==> src/rtl/i2c_arb_pkg.sv <==
// Shared types and widths for the I2C request arbiter: status codes,
// controller state encoding and command field widths.
package i2c_arb_pkg;

  localparam int DEV_ADDR_W = 7;
  localparam int REG_NUM_W  = 16;
  localparam int REG_LEN_W  = 2;
  localparam int LEN_W      = 3;
  localparam int DATA_W     = 32;

  localparam logic [LEN_W-1:0] MAX_LEN = 3'd4;

  typedef enum logic [1:0] {
    ST_OK     = 2'b00,
    ST_FAULT  = 2'b01,
    ST_WDOG   = 2'b10,
    ST_BADLEN = 2'b11
  } status_e;

  typedef enum logic [2:0] {
    S_IDLE      = 3'd0,
    S_CHECK     = 3'd1,
    S_ISSUE     = 3'd2,
    S_WAIT_BUSY = 3'd3,
    S_WAIT_DONE = 3'd4,
    S_RESP      = 3'd5
  } state_e;

  function automatic logic len_ok(input logic [LEN_W-1:0] len);
    return (len != 3'd0) && (len <= MAX_LEN);
  endfunction

endpackage

==> src/rtl/rr_arbiter.sv <==
// Combinational round-robin pick: first asserted request strictly after ptr,
// wrapping; the pointer register is owned by the caller.
module rr_arbiter #(
  parameter int NUM_REQ = 4,
  parameter int IDX_W   = $clog2(NUM_REQ)
) (
  input  logic [NUM_REQ-1:0] req,
  input  logic [IDX_W-1:0]   ptr,
  output logic [NUM_REQ-1:0] grant,
  output logic [IDX_W-1:0]   grant_idx
);

  // scan NUM_REQ candidates starting one past the pointer
  always_comb begin
    logic             found_s;
    logic             hit_s;
    logic [IDX_W-1:0] cand_s;
    grant     = '0;
    grant_idx = '0;
    found_s   = 1'b0;
    hit_s     = 1'b0;
    cand_s    = '0;
    for (int i = 1; i <= NUM_REQ; i++) begin
      cand_s        = IDX_W'((int'(ptr) + i) % NUM_REQ);
      hit_s         = req[cand_s] & ~found_s;
      grant[cand_s] = hit_s;
      grant_idx     = hit_s ? cand_s : grant_idx;
      found_s       = found_s | hit_s;
    end
  end

endmodule

==> src/rtl/i2c_request_arbiter.sv <==
// Shares one I2C front-end between NUM_REQ requesters: round-robin grant,
// command latch, single start strobe, busy/done watchdogs and status return.
module i2c_request_arbiter
  import i2c_arb_pkg::*;
#(
  parameter int NUM_REQ     = 4,
  parameter int WDOG_CYCLES = 1000000,
  parameter int BUSY_CYCLES = 64
) (
  input  logic                      clk,
  input  logic                      reset,
  input  logic [NUM_REQ-1:0]        req_valid,
  output logic [NUM_REQ-1:0]        req_ready,
  input  logic [NUM_REQ-1:0]        req_rw,
  input  logic [NUM_REQ*7-1:0]      req_dev_addr,
  input  logic [NUM_REQ*16-1:0]     req_reg_num,
  input  logic [NUM_REQ*2-1:0]      req_reg_num_len,
  input  logic [NUM_REQ*3-1:0]      req_len,
  input  logic [NUM_REQ*32-1:0]     req_tx_data,
  output logic [NUM_REQ-1:0]        rsp_valid,
  output logic [DATA_W-1:0]         rsp_rx_data,
  output logic [1:0]                rsp_status,
  output logic [DEV_ADDR_W-1:0]     o_dev_addr,
  output logic [REG_NUM_W-1:0]      o_reg_num,
  output logic [REG_LEN_W-1:0]      o_reg_num_len,
  output logic [DATA_W-1:0]         o_tx_data,
  output logic [LEN_W-1:0]          o_read_len,
  output logic                      o_read_start,
  output logic [LEN_W-1:0]          o_write_len,
  output logic                      o_write_start,
  input  logic                      i_idle,
  input  logic                      i_fault,
  input  logic [DATA_W-1:0]         i_rx_data
);

  localparam int IDX_W = $clog2(NUM_REQ);
  localparam int CNT_W = $clog2(WDOG_CYCLES + 1);
  localparam logic [CNT_W-1:0] CNT_MAX = {CNT_W{1'b1}};

  state_e                  state_r;
  logic [IDX_W-1:0]        ptr_r;
  logic [NUM_REQ-1:0]      gnt_r;
  logic                    cmd_rw_r;
  logic [DEV_ADDR_W-1:0]   cmd_dev_r;
  logic [REG_NUM_W-1:0]    cmd_reg_r;
  logic [REG_LEN_W-1:0]    cmd_rnl_r;
  logic [LEN_W-1:0]        cmd_len_r;
  logic [DATA_W-1:0]       cmd_tx_r;
  logic [CNT_W-1:0]        cnt_r;
  logic [CNT_W-1:0]        cnt_inc_s;
  logic [NUM_REQ-1:0]      grant_s;
  logic [IDX_W-1:0]        idx_s;
  logic [NUM_REQ-1:0]      grant_now_s;

  rr_arbiter #(.NUM_REQ(NUM_REQ), .IDX_W(IDX_W)) u_rr (
    .req       (req_valid),
    .ptr       (ptr_r),
    .grant     (grant_s),
    .grant_idx (idx_s)
  );

  // accept only while idle with the front-end idle; masked during reset so no request is lost
  always_comb begin
    if ((state_r == S_IDLE) && i_idle && !reset) begin
      grant_now_s = grant_s;
    end else begin
      grant_now_s = '0;
    end
  end

  assign req_ready = grant_now_s;
  assign cnt_inc_s = (cnt_r == CNT_MAX) ? cnt_r : cnt_r + 1'b1;

  // controller: grant, validate, issue, supervise, respond
  always_ff @(posedge clk) begin
    if (reset) begin
      state_r       <= S_IDLE;
      ptr_r         <= IDX_W'(NUM_REQ - 1);
      gnt_r         <= '0;
      cmd_rw_r      <= 1'b0;
      cmd_dev_r     <= '0;
      cmd_reg_r     <= '0;
      cmd_rnl_r     <= '0;
      cmd_len_r     <= '0;
      cmd_tx_r      <= '0;
      cnt_r         <= '0;
      rsp_valid     <= '0;
      rsp_rx_data   <= 32'd0;
      rsp_status    <= ST_OK;
      o_dev_addr    <= '0;
      o_reg_num     <= '0;
      o_reg_num_len <= '0;
      o_tx_data     <= 32'd0;
      o_read_len    <= '0;
      o_read_start  <= 1'b0;
      o_write_len   <= '0;
      o_write_start <= 1'b0;
    end else begin
      o_read_start  <= 1'b0;
      o_write_start <= 1'b0;
      rsp_valid     <= '0;
      case (state_r)
        S_IDLE: begin
          if (|grant_now_s) begin
            gnt_r     <= grant_now_s;
            ptr_r     <= idx_s;
            cmd_rw_r  <= req_rw[idx_s];
            cmd_dev_r <= req_dev_addr[int'(idx_s)*DEV_ADDR_W +: DEV_ADDR_W];
            cmd_reg_r <= req_reg_num[int'(idx_s)*REG_NUM_W +: REG_NUM_W];
            cmd_rnl_r <= req_reg_num_len[int'(idx_s)*REG_LEN_W +: REG_LEN_W];
            cmd_len_r <= req_len[int'(idx_s)*LEN_W +: LEN_W];
            cmd_tx_r  <= req_tx_data[int'(idx_s)*DATA_W +: DATA_W];
            state_r   <= S_CHECK;
          end else begin
            state_r   <= S_IDLE;
          end
        end
        S_CHECK: begin
          if (!len_ok(cmd_len_r)) begin
            rsp_valid   <= gnt_r;
            rsp_status  <= ST_BADLEN;
            rsp_rx_data <= 32'd0;
            state_r     <= S_RESP;
          end else begin
            o_dev_addr    <= cmd_dev_r;
            o_reg_num     <= cmd_reg_r;
            o_reg_num_len <= cmd_rnl_r;
            o_tx_data     <= cmd_tx_r;
            o_read_len    <= cmd_rw_r ? cmd_len_r : 3'd0;
            o_write_len   <= cmd_rw_r ? 3'd0 : cmd_len_r;
            o_read_start  <= cmd_rw_r;
            o_write_start <= ~cmd_rw_r;
            state_r       <= S_ISSUE;
          end
        end
        S_ISSUE: begin
          // counter holds cycles elapsed since the start pulse
          cnt_r   <= CNT_W'(1);
          state_r <= S_WAIT_BUSY;
        end
        S_WAIT_BUSY: begin
          cnt_r <= cnt_inc_s;
          if (!i_idle) begin
            state_r <= S_WAIT_DONE;
          end else if (cnt_r >= CNT_W'(BUSY_CYCLES)) begin
            rsp_valid   <= gnt_r;
            rsp_status  <= ST_WDOG;
            rsp_rx_data <= 32'd0;
            state_r     <= S_RESP;
          end else begin
            state_r <= S_WAIT_BUSY;
          end
        end
        S_WAIT_DONE: begin
          cnt_r <= cnt_inc_s;
          if (i_idle) begin
            rsp_valid   <= gnt_r;
            rsp_status  <= i_fault ? ST_FAULT : ST_OK;
            rsp_rx_data <= cmd_rw_r ? i_rx_data : 32'd0;
            state_r     <= S_RESP;
          end else if (cnt_r >= CNT_W'(WDOG_CYCLES)) begin
            rsp_valid   <= gnt_r;
            rsp_status  <= ST_WDOG;
            rsp_rx_data <= 32'd0;
            state_r     <= S_RESP;
          end else begin
            state_r <= S_WAIT_DONE;
          end
        end
        S_RESP: begin
          state_r <= S_IDLE;
        end
        default: begin
          state_r <= S_IDLE;
        end
      endcase
    end
  end

endmodule

==> config.mk <==
export PLATFORM = sky130hd
export DESIGN_NAME = i2c_request_arbiter
export DESIGN_NICKNAME = d
export VERILOG_FILES = /design/src/rtl/i2c_arb_pkg.sv /design/src/rtl/rr_arbiter.sv /design/src/rtl/i2c_request_arbiter.sv
export SDC_FILE = /design/constraint.sdc
export NUM_CORES = 1
export LEC_CHECK = 0
export BUFFER_PORTS_ARGS = -buffer_cell sky130_fd_sc_hd__buf_2
export CAP_MARGIN = 5
export CELL_PAD_IN_SITES_DETAIL_PLACEMENT = 0
export CELL_PAD_IN_SITES_GLOBAL_PLACEMENT = 1
export CORE_MARGIN = 1.5
export CORE_UTILIZATION = 38
export CTS_CLUSTER_DIAMETER = 120
export DETAILED_ROUTE_END_ITERATION = 7
export PLACE_DENSITY_LB_ADDON = 0.12
export SYNTH_ARGS = -nofsm -noshare
export SYNTH_HDL_FRONTEND = slang
export SYNTH_HIERARCHICAL = 1
export SYNTH_SLANG_ARGS = --single-unit
==> constraint.sdc <==
create_clock -name clk -period 7.4 [get_ports clk]
set_clock_uncertainty 0.1 [all_clocks]
set_input_delay 1.48 -clock clk [delete_from_list [all_inputs] [get_ports clk]]
set_output_delay 1.48 -clock clk [all_outputs]
set_load 0.01 [all_outputs]
==> metrics.csv <==
stage,metric,value,unit
status,status,completed,
die,coreArea,0.0235,sq mm
power,p_comb_share,41.3,%
timing,worstMarginPinSlew,1.12,ns
timing,fin_crit_sh,65.5,%
power,internal_power,2.38,mW
placement,place_ws,2.26,ns
route,drc_errors,0,
clock_network,clockRootBuffer,clkbuf_16,
setup_path,worst_ep_required_time,5.82,ns
hold_path,hold_depth,2,
route,ant_nets,0,
final_layout,final_nets,1616,
synth,synth_ff_type,dfxtp_1,
clock_network,clk_pin_slew,0.08,ns
synth,syn_nets,1278,
final_layout,fillCellCount,2357,
placement,hpwl,21100,um
die,rows,56,
die,die_y,158,um
grt,grt_max_degree,74,
setup_path,worstReg2RegEnd,cmd_reg_r[11]$_SDFFE_PP0P_,
route,wl_per_cell,17.1,um
setup_path,start_kind,flop,
clock_network,worstSkewPairLatency,0.44,ns
final_layout,drive_gt1_share,37.8,%
clock_network,cts_made_buffers,17,
setup_path,path_class,reg2out,
route,vias_per_cell,5.16,
die,fp.dieW,158,um
die,start_util,38.7,%
power,p_leak,4.98,nW
clock_network,cts_num_sinks,193,
setup_path,end_kind,output port,
power,seq_power_share,34.5,%
synth,ys_warn_count,6,
clock_network,ctsResizeCount,0,
setup_path,crit_start,ptr_r[0]$_SDFFE_PP1P_,
setup_path,crit_slowest_cell,dfxtp_1,
synth,seq_area_frac_synth,42.4,%
power,p_switching,1.40,mW
grt,grt_pass1_vias,7828,
setup_path,crit_arrival,3.27,ns
setup_path,worstPathCellList,inv_1 -> ha_1 -> mux4_2 -> and3b_1 -> a2111oi_0 -> a221oi_1 -> nand2_1 -> inv_1 -> buf_2,
route,dr.pass1.iters,4,
clock_network,cts_setup_buffers,0,
die,boundaryPins,391,
timing,relSlewSlack,24.8,%
synth,synth_cell_types,67,
setup_path,regToRegStartpoint,ptr_r[0]$_SDFFE_PP1P_,
timing,tns,0,ns
grt,antenna_found_initial,3,
clock_network,cts_tree,done,
power,vdd_ir_drop_max,0.251,mV
timing,fin_crit,4.85,ns
grt,track_usage,22.0,%
placement,io_buffers,390,
setup_path,reg2regPathDepth,12,
job,drv_cap,0,
final_layout,area_delta_synth_final,29.1,%
synth,ys_async_sr_fraction,0,%
timing,maxSlewViolCount,0,
grt,grt_pass1_wl,42200,um
die,dieArea,0.0249,sq mm
setup_path,reg2reg_setup_slack,2.67,ns
final_layout,layout_common_cells,"389 x buf_2, 242 x nand2_1, 193 x dfxtp_1",
route,totalWireLength,28400,um
timing,fmax,206,MHz
final_layout,mostFrequentLayoutCell,buf_2,
synth,ys_ff_latch,193,
power,p_per_area,321,mW/mm^2
clock_network,cts_hold_buf,0,
power,switching_share,37.0,%
setup_path,crit_fanout,16,
clock_network,cts_buffer_depth,2,
synth,syn_area,0.00912,sq mm
hold_path,holdPathEnd,o_reg_num[13]$_SDFFE_PP0P_,
grt,overflow,0,
timing,setup_viol,0,
setup_path,cp_common_cell,inv_1,
hold_path,worstHoldPathType,reg2reg,
timing,layout_setup_ws,2.55,ns
clock_network,cts_max_level,4,
route,drtIter0Drc,448,
timing,grt_setup_unrepaired,false,
route,num_vias,8548,
placement,place_congestion,0.827,
hold_path,min_from,cmd_reg_r[13]$_SDFFE_PP0P_,
power,power_frac_clock,24.2,%
synth,synth-edff-count,0,
synth,avgSynthCellArea,9.27,sq um
timing,hold_viol,0,
setup_path,max_stage_delay,0.74,ns
synth,syn_inst,984,
## registers in the layout, indices dropped and copies added (netlist names)
register	count
o_tx_data	32
cnt_r	20
cmd_reg_r	16
cmd_len_r	3
o_write_len	3
cmd_dev_r	7
cmd_tx_r	32
ptr_r	2
cmd_rnl_r	2
o_read_start	1
state_r	3
gnt_r	4
o_reg_num	16
o_write_start	1
rsp_valid	4
rsp_rx_data	32
o_read_len	3
cmd_rw_r	1
rsp_status	2
o_dev_addr	7
o_reg_num_len	2
## layer usage
layer / vias up / track usage [%] / share of wire, %
li1: 4218 / - / -
met1: 4047 / 27.4 / 42
met2: 258 / 37.7 / 50
met3: 25 / 5.34 / 6.4
met4: 0 / 6.20 / 1.5
met5: - / 0 / 0
## power by group through the flow
stage | Clock [mW] | Combinational, mW | Sequential, mW
after floorplan | 0 | 1.23 | 1.28
after global placement | 0 | 1.59 | 1.32
after detailed placement | 0 | 1.60 | 1.33
after CTS | 0.940 | 1.60 | 1.30
after global routing | 0.987 | 1.72 | 1.32
final | 0.915 | 1.56 | 1.30
## how the worst max path moves through the flow
stage	endpoint	slack, ns
floorplan	req_ready[3]	2.94
global placement	cmd_tx_r[19]$_SDFFE_PP0P_	2.28
detailed placement	cmd_tx_r[15]$_SDFFE_PP0P_	2.26
CTS	req_ready[3]	2.56
global route	req_ready[3]	2.28
finish	req_ready[3]	2.55
## metrics by stage
step	hold slack (ns)	cells	utilization (%)	total power [mW]	cell area (sq um)
after floorplan	0.332	984	-	2.52	9120
after global placement	0.336	1622	47.4	2.91	11200
after detailed placement	0.342	1622	47.4	2.92	11200
after CTS	0.348	1654	50.0	3.84	11800
after global routing	0.360	1656	50.0	4.03	11800
final	0.345	1657	50.0	3.78	11800
## kinds of logic after synthesis
logic type,share of synthesized area [%]
xor+xnor,0.192
simple gates,18.1
compound gates,17.7
fa+ha+maj,1.37
mux,15.5
flops,42.4
buf+inv,4.82
## synth_stat cells, drive strengths merged (3+ instances only)
cell           n  area [sq um]
a2111oi        7          88.8
a21oi        137           697
a221oi         6          52.6
a22o          31           273
a2bb2oi       13           120
a311oi         3          32.5
a31oi          4          25.0
and2           5          33.8
and3           6          37.5
and3b          5          43.8
and4           3          27.5
buf           22           153
clkbuf        53           223
dfxtp        193          3860
dlygate4sd1    3          26.3
ha            10           125
inv           10          37.5
mux2i         24           240
mux4          52          1170
nand2        244           916
nand2b         4          25.0
nand3         14          70.1
nand4          5          31.3
nor2          31           116
nor2b          8          57.6
nor3           8          40.0
nor3b          6          56.3
o211ai         4          30.0
o21a           4          30.0
o21ai         15          75.1
o22ai         13          81.3
o31ai          3          27.5
or3           13          86.3
or4            4          33.8
## critical path: cells and delay by family, from the launching register on
| family | cells | cell delay [ns] |
|---|---|---|
| AND/OR/NAND/NOR | 2 | 0.34 |
| flip-flops | 1 | 0.74 |
| multiplexers | 1 | 0.38 |
| buffers and inverters | 3 | 0.41 |
| AO/OA/AOI/OAI | 2 | 0.55 |
| adder cells (fa/ha/maj) | 1 | 0.42 |
## final cells by class
| class | instances | area, sq um | area share (%) |
|---|---|---|---|
| tap | 319 | 399 | 3.39 |
| inverter | 10 | 37.5 | 0.319 |
| clock inverter | 14 | 159 | 1.35 |
| clock buffer | 18 | 439 | 3.73 |
| multi-input combinational | 703 | 4850 | 41.2 |
| timing repair buffer | 397 | 2020 | 17.1 |
| sequential | 193 | 3860 | 32.8 |
| antenna | 3 | 7.51 | 0.0637 |
No activity file was read; power rests on OpenSTA's default activity.
